### src/rtl/lyapunov_engine_if.sv
// -----------------------------------------------------------------------------
// lyapunov_engine_if
// Pixel request/result bundle between the pixel scanner, the Lyapunov engine
// and the colour mapper.
//   iStart    : start request, a rising edge launches one pixel run
//   iX, iY    : pixel coordinates selecting r_A / r_B
//   iS        : A/B switching sequence (bit k = 1 selects r_B)
//   oBusy     : run in progress
//   oCalc_end : one-cycle pulse when oLambda has just been updated
//   oLambda   : signed averaged log2 derivative, LF fraction bits
// Modports: master = requester (scanner side), slave = engine.
// -----------------------------------------------------------------------------
interface lyapunov_engine_if #(
    parameter int CW    = 8,
    parameter int S_LEN = 2,
    parameter int ACC_W = 64
);
    logic                    iStart;
    logic [CW-1:0]           iX;
    logic [CW-1:0]           iY;
    logic [S_LEN-1:0]        iS;
    logic                    oBusy;
    logic                    oCalc_end;
    logic signed [ACC_W-1:0] oLambda;

    modport master (
        output iStart, iX, iY, iS,
        input  oBusy, oCalc_end, oLambda
    );

    modport slave (
        input  iStart, iX, iY, iS,
        output oBusy, oCalc_end, oLambda
    );
endinterface

### src/rtl/lyapunov_engine.sv
// -----------------------------------------------------------------------------
// lyapunov_engine
// Fixed-point Lyapunov exponent of the logistic map x' = r*x*(1-x) for one
// pixel, r alternating between r_A (from iX) and r_B (from iY) as dictated by
// the sequence iS. The first WARMUP iterations are discarded, the next
// 2^LOG2_ITER log2|f'(x)| terms are summed and averaged.
// Ports:
//   iCLK   : clock
//   iRST_N : asynchronous active-low reset
//   bus    : lyapunov_engine_if.slave (iStart/iX/iY/iS in, oBusy/oCalc_end/
//            oLambda out; all outputs are registered)
// Formats: x Q0.FW, r/t/d Q2.FW, log terms and oLambda Q(ACC_W-LF).LF.
// -----------------------------------------------------------------------------
module lyapunov_engine #(
    parameter int CW        = 8,
    parameter int FW        = 16,
    parameter int S_LEN     = 2,
    parameter int LOG2_ITER = 6,
    parameter int WARMUP    = 8,
    parameter int LF        = 8,
    parameter int ACC_W     = 64
) (
    input logic               iCLK,
    input logic               iRST_N,
    lyapunov_engine_if.slave  bus
);
    localparam int RW    = FW + 2;                 // Q2.FW operand width
    localparam int MW    = FW + 1;                 // width able to hold 1.0
    localparam int TOTAL = WARMUP + (1 << LOG2_ITER);
    localparam int KW    = $clog2(TOTAL + 1);
    localparam int SW    = (S_LEN > 1) ? $clog2(S_LEN) : 1;
    localparam int LW    = $clog2(RW);

    typedef enum logic [2:0] {
        S_IDLE   = 3'd0,
        S_LOAD   = 3'd1,
        S_CALC_A = 3'd2,
        S_CALC_B = 3'd3,
        S_DONE   = 3'd4
    } state_t;

    state_t                  r_state;
    state_t                  w_state_next;

    logic                    r_start_q;
    logic                    w_start;

    logic [RW-1:0]           r_ra;
    logic [RW-1:0]           r_rb;
    logic [S_LEN-1:0]        r_seq;
    logic [FW-1:0]           r_x;
    logic [RW-1:0]           r_t;
    logic [RW-1:0]           r_d;
    logic [KW-1:0]           r_k;
    logic [SW-1:0]           r_sidx;
    logic                    r_accum_en;
    logic signed [ACC_W-1:0] r_acc;
    logic                    r_busy;
    logic                    r_calc_end;
    logic signed [ACC_W-1:0] r_lambda;

    logic [RW-1:0]           w_r;
    logic [RW+FW-1:0]        w_prod_t;
    logic [RW-1:0]           w_t;
    logic [MW-1:0]           w_one;
    logic [MW-1:0]           w_two_x;
    logic [MW-1:0]           w_m;
    logic [RW+MW-1:0]        w_prod_d;
    logic [RW-1:0]           w_d;
    logic [MW-1:0]           w_one_minus_x;
    logic [RW+MW-1:0]        w_prod_x;
    logic [FW-1:0]           w_x_next;
    logic [LW-1:0]           w_lead;
    logic [RW+LF-1:0]        w_norm;
    logic [LF-1:0]           w_frac;
    logic [ACC_W-1:0]        w_term;
    logic signed [ACC_W-1:0] w_acc_next;
    logic [KW-1:0]           w_k_next;
    logic                    w_last;
    logic [SW-1:0]           w_sidx_next;
    logic                    w_unused;

    assign w_start = bus.iStart & ~r_start_q;

    assign bus.oBusy     = r_busy;
    assign bus.oCalc_end = r_calc_end;
    assign bus.oLambda   = r_lambda;

    // Delayed copy of iStart for rising-edge detection
    always_ff @(posedge iCLK or negedge iRST_N) begin
        if (!iRST_N) begin
            r_start_q <= 1'b0;
        end else begin
            r_start_q <= bus.iStart;
        end
    end

    // FSM state register
    always_ff @(posedge iCLK or negedge iRST_N) begin
        if (!iRST_N) begin
            r_state <= S_IDLE;
        end else begin
            r_state <= w_state_next;
        end
    end

    // FSM next-state logic; start edges outside IDLE are ignored
    always_comb begin
        w_state_next = r_state;
        case (r_state)
            S_IDLE:   w_state_next = w_start ? S_LOAD : S_IDLE;
            S_LOAD:   w_state_next = S_CALC_A;
            S_CALC_A: w_state_next = S_CALC_B;
            S_CALC_B: w_state_next = w_last ? S_DONE : S_CALC_A;
            S_DONE:   w_state_next = S_IDLE;
            default:  w_state_next = S_IDLE;
        endcase
    end

    // Iteration arithmetic: products are truncated, never rounded
    always_comb begin
        w_r           = r_seq[r_sidx] ? r_rb : r_ra;
        w_prod_t      = (RW+FW)'(w_r) * (RW+FW)'(r_x);
        w_t           = w_prod_t[RW+FW-1:FW];
        w_one         = {1'b1, {FW{1'b0}}};
        w_two_x       = {r_x, 1'b0};
        if (w_two_x >= w_one) begin
            w_m = w_two_x - w_one;
        end else begin
            w_m = w_one - w_two_x;
        end
        w_prod_d      = (RW+MW)'(w_r) * (RW+MW)'(w_m);
        // r < 4 and |1-2x| <= 1, so d always fits in Q2.FW
        w_d           = w_prod_d[FW+RW-1:FW];
        w_one_minus_x = w_one - {1'b0, r_x};
        w_prod_x      = (RW+MW)'(r_t) * (RW+MW)'(w_one_minus_x);
        // r*x*(1-x) < 1, so only the FW fraction bits carry information
        w_x_next      = w_prod_x[2*FW-1:FW];
    end

    // log2 term from d: exponent from the leading one, mantissa bits below it
    always_comb begin
        w_lead = '0;
        for (int i = 0; i < RW; i++) begin
            w_lead = r_d[i] ? LW'(i) : w_lead;
        end
        // Left-align the leading one; the LF zero bits pad short mantissas
        w_norm = {r_d, {LF{1'b0}}} << (LW'(RW - 1) - w_lead);
        w_frac = w_norm[RW+LF-2 -: LF];
        if (r_d == '0) begin
            w_term = ACC_W'(0) - (ACC_W'(FW) << LF);
        end else begin
            w_term = ((ACC_W'(w_lead) - ACC_W'(FW)) << LF) + ACC_W'(w_frac);
        end
        if (r_accum_en) begin
            w_acc_next = r_acc + $signed(w_term);
        end else begin
            w_acc_next = r_acc;
        end
    end

    // Iteration and sequence-position bookkeeping
    always_comb begin
        w_k_next = r_k + KW'(1);
        w_last   = (w_k_next == KW'(TOTAL));
        if (r_sidx == SW'(S_LEN - 1)) begin
            w_sidx_next = '0;
        end else begin
            w_sidx_next = r_sidx + SW'(1);
        end
    end

    // Bits of the wide products that carry no result
    assign w_unused = ^{w_prod_t[FW-1:0], w_prod_d[FW-1:0], w_prod_d[RW+MW-1],
                        w_prod_x[FW-1:0], w_prod_x[RW+MW-1:2*FW],
                        w_norm[RW+LF-1], w_norm[RW-2:0]};

    // Datapath and registered outputs
    always_ff @(posedge iCLK or negedge iRST_N) begin
        if (!iRST_N) begin
            r_ra       <= '0;
            r_rb       <= '0;
            r_seq      <= '0;
            r_x        <= '0;
            r_t        <= '0;
            r_d        <= '0;
            r_k        <= '0;
            r_sidx     <= '0;
            r_accum_en <= 1'b0;
            r_acc      <= '0;
            r_busy     <= 1'b0;
            r_calc_end <= 1'b0;
            r_lambda   <= '0;
        end else begin
            case (r_state)
                S_IDLE: begin
                    r_calc_end <= 1'b0;
                    // Raised on entry so oBusy is already high during LOAD
                    if (w_start) begin
                        r_busy <= 1'b1;
                    end else begin
                        r_busy <= 1'b0;
                    end
                end
                S_LOAD: begin
                    r_ra       <= {2'b10, {FW{1'b0}}} + (RW'(bus.iX) << (FW + 1 - CW));
                    r_rb       <= {2'b10, {FW{1'b0}}} + (RW'(bus.iY) << (FW + 1 - CW));
                    r_seq      <= bus.iS;
                    r_x        <= {1'b1, {(FW-1){1'b0}}};
                    r_acc      <= '0;
                    r_k        <= '0;
                    r_sidx     <= '0;
                    r_accum_en <= (WARMUP == 0);
                end
                S_CALC_A: begin
                    r_t <= w_t;
                    r_d <= w_d;
                end
                S_CALC_B: begin
                    r_x    <= w_x_next;
                    r_acc  <= w_acc_next;
                    r_k    <= w_k_next;
                    r_sidx <= w_sidx_next;
                    // Accumulation starts with iteration index WARMUP
                    if (w_k_next == KW'(WARMUP)) begin
                        r_accum_en <= 1'b1;
                    end else begin
                        r_accum_en <= r_accum_en;
                    end
                    // Result and pulse are registered so both appear in DONE
                    if (w_last) begin
                        r_lambda   <= w_acc_next >>> LOG2_ITER;
                        r_calc_end <= 1'b1;
                    end else begin
                        r_calc_end <= 1'b0;
                    end
                end
                S_DONE: begin
                    r_calc_end <= 1'b0;
                    r_busy     <= 1'b0;
                end
                default: begin
                    r_calc_end <= 1'b0;
                    r_busy     <= 1'b0;
                end
            endcase
        end
    end
endmodule

### src/flat_wrapper.sv
// flat-port wrapper written by rule: the top's interface ports become plain ports
module lyapunov_engine_flat 
#(
    parameter int CW        = 8,
    parameter int FW        = 16,
    parameter int S_LEN     = 2,
    parameter int LOG2_ITER = 6,
    parameter int WARMUP    = 8,
    parameter int LF        = 8,
    parameter int ACC_W     = 64
)
  (iCLK, iRST_N, bus_iStart, bus_iX, bus_iY, bus_iS, bus_oBusy, bus_oCalc_end, bus_oLambda);
  lyapunov_engine_if #(.CW(CW), .S_LEN(S_LEN), .ACC_W(ACC_W)) bus_i ();
  input logic iCLK;
  input logic iRST_N;
  input wire logic [$bits(bus_i.iStart)-1:0] bus_iStart;
  input wire logic [$bits(bus_i.iX)-1:0] bus_iX;
  input wire logic [$bits(bus_i.iY)-1:0] bus_iY;
  input wire logic [$bits(bus_i.iS)-1:0] bus_iS;
  output wire logic [$bits(bus_i.oBusy)-1:0] bus_oBusy;
  output wire logic [$bits(bus_i.oCalc_end)-1:0] bus_oCalc_end;
  output wire logic [$bits(bus_i.oLambda)-1:0] bus_oLambda;
  assign bus_i.iStart = bus_iStart;
  assign bus_i.iX = bus_iX;
  assign bus_i.iY = bus_iY;
  assign bus_i.iS = bus_iS;
  assign bus_oBusy = bus_i.oBusy;
  assign bus_oCalc_end = bus_i.oCalc_end;
  assign bus_oLambda = bus_i.oLambda;
  lyapunov_engine #(.CW(CW), .FW(FW), .S_LEN(S_LEN), .LOG2_ITER(LOG2_ITER), .WARMUP(WARMUP), .LF(LF), .ACC_W(ACC_W)) u_core (.iCLK(iCLK), .iRST_N(iRST_N), .bus(bus_i));
endmodule
### config.mk
export PLATFORM = sky130hd
export DESIGN_NAME = lyapunov_engine_flat
export DESIGN_NICKNAME = d
export VERILOG_FILES = /design/src/rtl/lyapunov_engine_if.sv /design/src/rtl/lyapunov_engine.sv /design/src/flat_wrapper.sv
export SDC_FILE = /design/constraint.sdc
export NUM_CORES = 2
export LEC_CHECK = 0
export CORE_ASPECT_RATIO = 0.7
export CORE_MARGIN = 8
export CORE_UTILIZATION = 46
export CTS_CLUSTER_DIAMETER = 50
export CTS_CLUSTER_SIZE = 10
export DETAILED_ROUTE_END_ITERATION = 8
export DONT_BUFFER_PORTS = 1
export PLACE_DENSITY = 0.58
export SETUP_SLACK_MARGIN = 0.3
export SLEW_MARGIN = 10
export SYNTH_ARGS = -nofsm -noshare
export SYNTH_HDL_FRONTEND = slang
export SYNTH_SLANG_ARGS = --single-unit
### constraint.sdc
create_clock -name iCLK -period 9.9 [get_ports iCLK]
set_clock_uncertainty 0.2 [all_clocks]
set_input_delay 1.485 -clock iCLK [delete_from_list [all_inputs] [get_ports iCLK]]
set_output_delay 1.485 -clock iCLK [all_outputs]
set_load 0.05 [all_outputs]
==> summary.md <==
| Metric | Value |
|---|---|
| Outcome | finished clean |
| Final Critical Period | 9210 ps |
| RSZ-0062 raised after global routing | no |
| Site Rows | 80 |
| Clk slew on worst S/H paths | 60 ps |
| Mean Syn Cell Area | 8.66 um^2 |
| Final setup TNS | 0 ps |
| Unique masters post-synth | 74 |
| CP dominant cell by count | fa_1 |
| Cells after synthesis | 3,659 |
| Layout cells sized above 1 | 0.0451 |
| Fmax | 0.109 GHz |
| Via count | 24,297 |
| Post-synthesis sequential area ratio | 0.164 |
| Worst Path Max Fanout | 5 |
| CTS tree | yes |
| Post-DP HPWL | 64,700 um |
| Area grow syn2layout | 5.88% |
| Synth Flop Type | dfrtp_1 |
| Post-synth ARST share | 1.00 |
| Die area | 77,600 um^2 |
| Clk root buf | clkbuf_16 |
| Vias in the first global route | 23,747 |
| Critical path endpoint category | flop |
| Final Setup Violations | 0 |
| Final Cycle Share | 0.930 |
| Max-Cap Viols | 0 |
| Critical path type | reg -> reg |
| Top cell types by occurrence after synthesis | nand2_1, inv_1, fa_1 |
| # port buffers | 0 |
| Relative slew slack | 0.177 |
| Fin. Hold Viols | 0 |
| H-tree level count | 1 |
| Measured slew at the worst slew-check pin | 1230 ps |
| Final core area utilization | 0.492 |
| Gp weighted congestion | 0.878 |
| Routed Antenna Nets | 0 |
| Post-synth EDFFs | 0 |
| Clock latency on the worst-skew pair | 580 ps |
| Post-CTS Hold Fix Bufs | 0 |
| Core area | 68,200 um^2 |
| Startpoint Class | flop |
| Starting Density | 0.465 |
| # IOs | 87 |
| Routed len/inst | 18.7 um |
| Hold WC Path Type | reg -> reg |
| Initial DRC Count | 1,737 |
| All-Layer GR Usage | 0.219 |
| Die Wd | 330 um |
| Critical path's largest stage delay | 540 ps |
| DRT Wirelength | 84,100 um |
| First drt pass iteration count | 5 |
| Slowest stage cell, crit path | fa_1 |
| First-pass GRT wire length | 137,000 um |
| Worst path required time | 10,090 ps |
| Post-synth top area share | 0.269 |
| Post-synth top area cell | fa_1 |
| CP arrival | 9400 ps |
| Gr ovfl total | 0 |
| # DRC | 0 |
| Pin count of the biggest net entering global routing | 209 |
| Initial antenna violation count | 3 |
| Die Ht | 236 um |
| Pins Over Slew Limit | 0 |
| Max Buffers Root-to-Sink | 3 |
| Synth warn | 0 |
| #FFs+latches synth | 208 |
| Post-layout nets | 4,366 |
| CTS sink cnt | 208 |
| Most area-consuming cells after synthesis | fa_1, dfrtp_1, ha_1 |
| Num CTS Buffers | 28 |
| Syn_nets | 4,450 |
| Post-synthesis cell area | 31,700 um^2 |
| Vias per cell | 5.41 |
| Top-count cell post-synth | nand2_1 |
==> final cells by class <==
cell class | count | area (um^2)
antenna | 1 | 2.50
fill | 6638 | 34600
timing repair buffer | 62 | 469
clock buffer | 36 | 772
tap | 902 | 1130
clock inverter | 8 | 97.6
inverter | 558 | 2100
multi-input combinational | 2717 | 23800
sequential | 208 | 5210
==> routing by layer <==
layer,vias to the layer above,part of all wire,GRT usage
met5,-,0.00017,0
met4,4,0.014,0.0310
met3,65,0.077,0.0433
met2,706,0.39,0.297
met1,11986,0.52,0.359
li1,11536,-,-
==> kinds of logic (layout without fill, tap and decap cells) <==
kind of cell | count (synthesis) | count (layout) | share of synthesized area
flops | 208 | 208 | 0.164
buf+inv | 734 | 664 | 0.0877
other cells | 0 | 1 | 0
compound gates | 548 | 548 | 0.108
simple gates | 1172 | 1172 | 0.168
xor+xnor | 150 | 150 | 0.0415
mux | 77 | 77 | 0.0265
fa+ha+maj | 770 | 770 | 0.405
==> path summary, 6_finish.rpt <==
check                                 from           endpoint  slack [ps]  cells past startpoint
setup / recovery             u_core.r_x[1]     u_core.r_x[15]         690                     30
min in group asynchronous           iRST_N    u_core.r_acc[4]         440                      0
setup reg to reg             u_core.r_x[1]     u_core.r_x[15]         690                     30
hold / removal             u_core.r_seq[0]    u_core.r_seq[0]         300                      2
hold reg to reg            u_core.r_seq[0]    u_core.r_seq[0]         300                      2
max in group asynchronous           iRST_N  u_core.r_accum_en        8620                      0
==> worst max-delay path: cells and delay by family (launching register included) <==
kind                     cells  cell delay (ps)
AO/OA/AOI/OAI                9             1540
XOR/XNOR                     1              150
adder cells (fa/ha/maj)      8             3570
buffers and inverters        4              400
flip-flops                   1              440
AND/OR/NAND/NOR              8             2710
==> placed cells by master (no fill, tap or decap), types with 11 or more instances in the layout <==
| cell type | count |
|---|---|
| a211oi_1 | 14 |
| a21o_1 | 61 |
| a21oi_1 | 133 |
| a22o_1 | 25 |
| and2_1 | 170 |
| and3_1 | 20 |
| buf_4 | 61 |
| clkbuf_16 | 29 |
| dfrtp_1 | 205 |
| fa_1 | 425 |
| ha_1 | 344 |
| inv_1 | 555 |
| mux2_2 | 21 |
| mux2i_1 | 52 |
| nand2_1 | 637 |
| nand2b_1 | 20 |
| nand3_1 | 52 |
| nand4_1 | 24 |
| nor2_1 | 154 |
| nor2b_1 | 20 |
| nor3_1 | 31 |
| o211ai_1 | 11 |
| o21a_1 | 12 |
| o21ai_0 | 180 |
| o21bai_1 | 19 |
| o22ai_1 | 16 |
| o31ai_1 | 12 |
| xnor2_1 | 85 |
| xor2_1 | 61 |
==> flip-flops by register name (all words and copies together) (netlist names) <==
| name | flops |
|---|---|
| u_core.r_k | 7 |
| u_core.r_start_q | 1 |
| u_core.r_accum_en | 1 |
| u_core.r_t | 18 |
| u_core.r_d | 18 |
| u_core.r_sidx | 1 |
| u_core.r_seq | 2 |
| u_core.bus.oCalc_end | 1 |
| u_core.bus.oLambda | 58 |
| u_core.r_x | 16 |
| u_core.r_acc | 64 |
| u_core.r_rb | 8 |
| u_core.r_ra | 9 |
| u_core.r_state | 3 |
| u_core.bus.oBusy | 1 |
==> repair_timing <==
| item | 4_1_cts | 5_1_grt |
|---|---|---|
| setup buffers | 0 | 4 |
| resized for setup | 0 | 10 |
| setup endpoints to repair | 0 | 3 |
==> stage by stage <==
step / cells / area (um^2) / worst slack (ps) / hold WS (ps)
after global placement: 4443 / 32600 / 639 / 286
after global routing: 4491 / 33500 / 317 / 323
final: 4492 / 33500 / 691 / 299
after detailed placement: 4443 / 32600 / 518 / 287
after CTS: 4487 / 33500 / 454 / 303
after floorplan: 3659 / 31700 / 1200 / 255
Power is not shown: default switching activity piles up to over one toggle a cycle in this logic, so the estimate is an artifact.
